===== src/rtl/spgd_pkg.sv =====
// Shared defaults, FSM state type and LOG2_N clamp helper for the ADC block averager.
package spgd_pkg;

    localparam int ADC_WIDTH_DEF  = 12;
    localparam int MAX_LOG2_N_DEF = 10;

    typedef enum logic [1:0] {
        ST_IDLE,
        ST_SETTLE,
        ST_ACCUM,
        ST_OUTPUT
    } state_t;

    function automatic logic [3:0] clamp_log2n(input logic [3:0] req, input logic [3:0] max_l2);
        return (req > max_l2) ? max_l2 : req;
    endfunction

endpackage


===== src/rtl/adc_block_average_avg_round_sat.sv =====
// Combinational round-half-up divide by 2^log2_n, saturated to the sample width.
module avg_round_sat
    import spgd_pkg::*;
#(
    parameter int ADC_WIDTH  = ADC_WIDTH_DEF,
    parameter int MAX_LOG2_N = MAX_LOG2_N_DEF
) (
    input  logic [ADC_WIDTH+MAX_LOG2_N-1:0] i_sum,
    input  logic [3:0]                      i_log2_n,
    output logic [ADC_WIDTH-1:0]            o_mean
);

    localparam int             SUM_W = ADC_WIDTH + MAX_LOG2_N;
    localparam logic [SUM_W:0] ONE   = 1;

    logic [SUM_W:0] w_half;
    logic [SUM_W:0] w_biased;
    logic [SUM_W:0] w_shifted;

    // One spare bit keeps sum + half from wrapping before the shift.
    always_comb begin
        w_half    = (i_log2_n == 4'd0) ? '0 : (ONE << (i_log2_n - 4'd1));
        w_biased  = {1'b0, i_sum} + w_half;
        w_shifted = w_biased >> i_log2_n;
        o_mean    = (|w_shifted[SUM_W:ADC_WIDTH]) ? '1 : w_shifted[ADC_WIDTH-1:0];
    end

endmodule


===== src/rtl/adc_block_average.sv =====
// Block averager: optional settle discard, 2^LOG2_N sample accumulation, rounded mean
// and raw sum published with a one-cycle valid pulse; optional continuous re-arm.
module adc_block_average
    import spgd_pkg::*;
#(
    parameter int ADC_WIDTH    = ADC_WIDTH_DEF,
    parameter int MAX_LOG2_N   = MAX_LOG2_N_DEF,
    parameter int SETTLE_WIDTH = 8
) (
    input  logic                            ADC_CLK,
    input  logic                            RST_N,
    input  logic [ADC_WIDTH-1:0]            ADC_DATA_IN,
    input  logic                            START,
    input  logic                            CONT,
    input  logic [3:0]                      LOG2_N,
    input  logic [SETTLE_WIDTH-1:0]         SETTLE,
    output logic [ADC_WIDTH-1:0]            AVG_OUT,
    output logic [ADC_WIDTH+MAX_LOG2_N-1:0] SUM_OUT,
    output logic                            AVG_VALID,
    output logic                            BUSY
);

    localparam int                      SUM_W    = ADC_WIDTH + MAX_LOG2_N;
    localparam int                      CNT_W    = MAX_LOG2_N;
    localparam logic [3:0]              MAX_L2   = 4'(MAX_LOG2_N);
    localparam logic [CNT_W-1:0]        CNT_ONE  = 1;
    localparam logic [CNT_W-1:0]        CNT_ONES = '1;
    localparam logic [SETTLE_WIDTH-1:0] SET_ONE  = 1;

    state_t                  r_state;
    state_t                  w_state_next;
    logic [3:0]              r_log2n;
    logic [SETTLE_WIDTH-1:0] r_settle_cnt;
    logic [CNT_W-1:0]        r_samp_cnt;
    logic [SUM_W-1:0]        r_acc;
    logic [ADC_WIDTH-1:0]    r_avg_out;
    logic [SUM_W-1:0]        r_sum_out;
    logic                    r_avg_valid;

    logic [CNT_W-1:0]        w_samp_last;
    logic [SUM_W-1:0]        w_sample_ext;
    logic [ADC_WIDTH-1:0]    w_mean;
    logic                    w_settle_done;
    logic                    w_accum_done;
    logic                    w_busy;
    logic                    w_latch_cfg;
    logic                    w_enter_accum;
    logic                    w_publish;

    // Last sample index of the block is N-1, i.e. the low r_log2n bits all set.
    always_comb begin
        w_samp_last   = CNT_ONES >> (MAX_L2 - r_log2n);
        w_sample_ext  = {{MAX_LOG2_N{1'b0}}, ADC_DATA_IN};
        w_settle_done = (r_settle_cnt == SET_ONE);
        w_accum_done  = (r_state == ST_ACCUM) && (r_samp_cnt == w_samp_last);
    end

    always_ff @(posedge ADC_CLK) begin
        if (!RST_N) begin
            r_state <= ST_IDLE;
        end else begin
            r_state <= w_state_next;
        end
    end

    always_comb begin
        w_state_next = r_state;
        case (r_state)
            ST_IDLE: begin
                if (START) begin
                    w_state_next = (SETTLE != '0) ? ST_SETTLE : ST_ACCUM;
                end
            end
            ST_SETTLE: begin
                if (w_settle_done) begin
                    w_state_next = ST_ACCUM;
                end
            end
            ST_ACCUM: begin
                if (w_accum_done) begin
                    w_state_next = ST_OUTPUT;
                end
            end
            ST_OUTPUT: begin
                w_state_next = CONT ? ST_ACCUM : ST_IDLE;
            end
            default: begin
                w_state_next = ST_IDLE;
            end
        endcase
    end

    always_comb begin
        w_busy        = (r_state != ST_IDLE);
        w_latch_cfg   = (r_state == ST_IDLE) && START;
        w_enter_accum = (w_state_next == ST_ACCUM) && (r_state != ST_ACCUM);
        w_publish     = (r_state == ST_OUTPUT);
    end

    always_ff @(posedge ADC_CLK) begin
        if (!RST_N) begin
            r_log2n      <= '0;
            r_settle_cnt <= '0;
            r_samp_cnt   <= '0;
            r_acc        <= '0;
            r_avg_out    <= '0;
            r_sum_out    <= '0;
            r_avg_valid  <= 1'b0;
        end else begin
            r_avg_valid <= w_publish;

            if (w_latch_cfg) begin
                r_log2n      <= clamp_log2n(LOG2_N, MAX_L2);
                r_settle_cnt <= SETTLE;
            end else if (r_state == ST_SETTLE) begin
                r_settle_cnt <= r_settle_cnt - SET_ONE;
            end

            // Entry into ACCUM (from IDLE, SETTLE or a continuous OUTPUT) starts a fresh block.
            if (w_enter_accum) begin
                r_acc      <= '0;
                r_samp_cnt <= '0;
            end else if (r_state == ST_ACCUM) begin
                r_acc      <= r_acc + w_sample_ext;
                r_samp_cnt <= r_samp_cnt + CNT_ONE;
            end

            if (w_publish) begin
                r_avg_out <= w_mean;
                r_sum_out <= r_acc;
            end
        end
    end

    avg_round_sat #(
        .ADC_WIDTH  (ADC_WIDTH),
        .MAX_LOG2_N (MAX_LOG2_N)
    ) u_round (
        .i_sum    (r_acc),
        .i_log2_n (r_log2n),
        .o_mean   (w_mean)
    );

    assign AVG_OUT   = r_avg_out;
    assign SUM_OUT   = r_sum_out;
    assign AVG_VALID = r_avg_valid;
    assign BUSY      = w_busy;

endmodule


===== config.mk =====
export PLATFORM = sky130hd
export DESIGN_NAME = adc_block_average
export DESIGN_NICKNAME = d
export VERILOG_FILES = /design/src/rtl/spgd_pkg.sv /design/src/rtl/adc_block_average_avg_round_sat.sv /design/src/rtl/adc_block_average.sv
export SDC_FILE = /design/constraint.sdc
export NUM_CORES = 1
export LEC_CHECK = 0
export CORE_MARGIN = 3
export CORE_UTILIZATION = 40
export CTS_BUF_LIST = sky130_fd_sc_hd__clkbuf_8
export DETAILED_ROUTE_END_ITERATION = 10
export GPL_TIMING_DRIVEN = 0
export MAX_ROUTING_LAYER = met4
export SYNTH_ARGS = -nofsm -noshare
export SYNTH_HDL_FRONTEND = slang
export SYNTH_SLANG_ARGS = --single-unit

===== constraint.sdc =====
create_clock -name ADC_CLK -period 6.37 [get_ports ADC_CLK]
set_input_delay 0.9555 -clock ADC_CLK [delete_from_list [all_inputs] [get_ports ADC_CLK]]
set_output_delay 0.9555 -clock ADC_CLK [all_outputs]
set_load 0.05 [all_outputs]

==> flow_summary.toml <==
[synth]
synth-seq-cells = 81
synth_top_area_frac = 0.2514
ys_warn_count = 0
ys_types = 69
synthTopCellsByCount = "nand2_1, nor2_1, a21oi_1, dfxtp_1, clkbuf_1"
syn-num-nets = 923
synth_most_common_cell = "nand2_1"
syn_area_mm2 = 0.006451
syn_inst = 854
synth-edff-count = 0
synthTopCellsByArea = "dfxtp_1, ha_1, nand2_1, a21oi_1, nor2_1"
synth_area_per_cell_um2 = 7.554
seq_area_frac_synth = 0.2514
synthArstFlopShare = 0
synth.largest_area_cell = "dfxtp_1"
ys.flop_type = "dfxtp_1"

[pwr]
p_leak_nw = 2.926
power.total_mw = 1.224
ir_drop_mv = 0.1589
powerDensity_mw_per_mm2 = 161.9

[finish]
synthToLayoutAreaGrowth_pct = 17.16
final_nets = 997
drive_above_1_share = 0.06324
regArea_mm2 = 0.001622
diodes = 0
fill_cells = 1584
multi_input_area_mm2 = 0.004518

[floorplanning]
die_h_um = 133.0
fp.coreArea_mm2 = 0.01548
rows = 45
initial_core_util = 0.4166
pin_count = 64
die_x_um = 133.0
die_area_mm2 = 0.01769

[routing]
vias = 6517
drt_wl_total_mm = 19.34
drt_pass1_iterations = 5
drc_errors = 0
viasPerCell = 5.697
drtIter0Drc = 566
wl_per_cell_um = 16.90
antenna_left = 0

[global_route]
overflow = 0
antenna_found_initial = 0
grt_pass1_wl_mm = 32.13
grt_pass1_vias = 6259
grt_max_degree = 16
grtUsageTotal = 0.2272

[outcome]
status = "finished clean"

[clock_network]
clk_latency_ps = 380
cts_tree = "done"
cts-root-buf = "clkbuf_8"
path_clk_slew_ps = 90
clk_path_buf_depth = 2
cts_buffers = 9
hold_buffers = 0
cts_sinks = 81
htreeDepth = 3

[setup_path]
path_cells = "clkbuf_1 -> inv_1 -> clkbuf_1 -> clkbuf_1 -> nor2_1 -> a22oi_1 -> nor2b_1 -> ha_1 -> fa_1 -> a21o_1 -> a221o_1 -> a21o_1 -> a211oi_4 -> o21ai_2 -> a31oi_1 -> o2111ai_1 -> or4_4 -> nor4_4 -> buf_4 -> a41oi_1"
worstSetupEndpoint = "AVG_OUT[10]"
endpoint_kind = "flip-flop"
crit_arrival_ps = 6190
r2r_start = "r_log2n[2]"
crit_slowest_cell = "or4_4"
r2r-end = "AVG_OUT[10]"
required_ps = 6590
max_stage_delay_ps = 570
start_kind = "flip-flop"
crit_top_cell = "clkbuf_1"
crit_type = "reg2reg"
crit_fanout = 11
ff2ff_setup_slack_ps = 400
worst_r2r_path_depth = 20
crit_path_start = "r_log2n[2]"

[placed_design]
io_buffers = 62
place_congestion = 0.9326
detailedPlace.worstSlack_ps = -54.63
dpl.hpwl_mm = 14.98

[sta]
skew_ps = 13.09
max_freq_ghz = 0.1674
whs_ps = 457.1
setup_ws_ps = 396.9
min_period_ps = 5973
worst_pin_slew_ps = 805.7
slew_viol_final = 0
setup_viol = 0
fin_crit_sh = 0.9377
slew-limit-headroom = 0.4629
hold_viol = 0
rsz0062_at_grt = "false"

[hold_path]
hp-class = "reg2reg"

[flow_run]
maxCapViolCount = 0
[kinds of logic (layout without fill, tap and decap cells)]
| group | count (synthesis) | after routing | share of synthesized area |
|---|---|---|---|
| AOI/OAI and AO/OA | 242 | 242 | 0.2498 |
| xor gates and xnor gates | 39 | 39 | 0.05295 |
| adders and majority gates | 41 | 41 | 0.08185 |
| buffers and inverters | 82 | 161 | 0.04907 |
| DFF | 81 | 81 | 0.2514 |
| muxes | 37 | 37 | 0.07137 |
| and+or+nand+nor | 332 | 332 | 0.2436 |
[state kept, by name, indices dropped and copies added, names as in the netlist]
register      cells
r_acc            22
AVG_OUT          12
r_samp_cnt       10
r_settle_cnt      8
AVG_VALID         1
SUM_OUT          22
r_state           2
r_log2n           4
[per-layer routing]
| metal | part of all wire | track usage |
|---|---|---|
| met5 | 0 | - |
| met3 | 0.043 | 0.04183 |
| met4 | 0.018 | 0.06524 |
| met1 | 0.48 | 0.3033 |
| met2 | 0.46 | 0.3519 |
[layout by cell type (no fill, tap or decap), types with 24 or more instances in the layout]
cell type,netlist,layout
inv_1,28,28
dfxtp_1,81,81
nand3_1,24,24
o21ai_0,33,33
clkdlybuf4s50_1,0,62
nor2_1,83,83
clkbuf_1,46,43
a21oi_1,81,81
ha_1,39,39
nand2_1,113,113
[stage by stage]
step / util / setup TNS (ps) / area (um2) / cells
finish: 0.4882 / 0 / 7559 / 1144
global route: 0.4882 / 0 / 7559 / 1144
CTS: 0.4869 / 0 / 7538 / 1143
detailed placement: 0.4738 / -96.37 / 7336 / 1127
global placement: 0.4738 / -60.77 / 7336 / 1127
floorplan: - / 0 / 6451 / 854
[critical path, delay by kind of cell, from the launching register on]
family | cells | cell delay [ps]
adders and majority gates | 2 | 660
DFF | 1 | 320
buffers and inverters | 5 | 1490
and+or+nand+nor | 4 | 1060
AOI/OAI and AO/OA | 9 | 2300
[how the worst min path moves through the flow]
stage                 from           to  slack (ps)  cells after the start
2_1_floorplan     r_acc[6]     r_acc[6]         470                      2
5_1_grt        SUM_OUT[12]  SUM_OUT[12]         480                      2
4_1_cts        SUM_OUT[18]  SUM_OUT[18]         460                      2
3_5_place_dp   SUM_OUT[18]  SUM_OUT[18]         450                      2
3_3_place_gp   SUM_OUT[18]  SUM_OUT[18]         440                      2
6_report       SUM_OUT[20]  SUM_OUT[20]         460                      2
[report_power, final]
part | internal, mW | switching [mW] | total, mW
Clock | 0.185 | 0.215 | 0.400
Combinational | 0.112 | 0.177 | 0.289
Sequential | 0.520 | 0.0152 | 0.535
Total | 0.817 | 0.406 | 1.22
[what timing repair did]
action                                  4_1_cts  5_1_grt
pin swaps                                     0        2
gates cloned                                  0        0
endpoints found under the setup margin       12       12
gates resized for setup                       2        9
setup buffers                                 0        1
[final cells by class]
type,count,area share
multi-input cells,691,0.5977
flip-flops and latches,81,0.2145
repair buffers,63,0.08310
well taps,211,0.03493
plain buffers,54,0.02930
clock buffers,9,0.01639
inverters,28,0.01391
clock inverters,7,0.01010
Power figures use the tool's default switching activity.
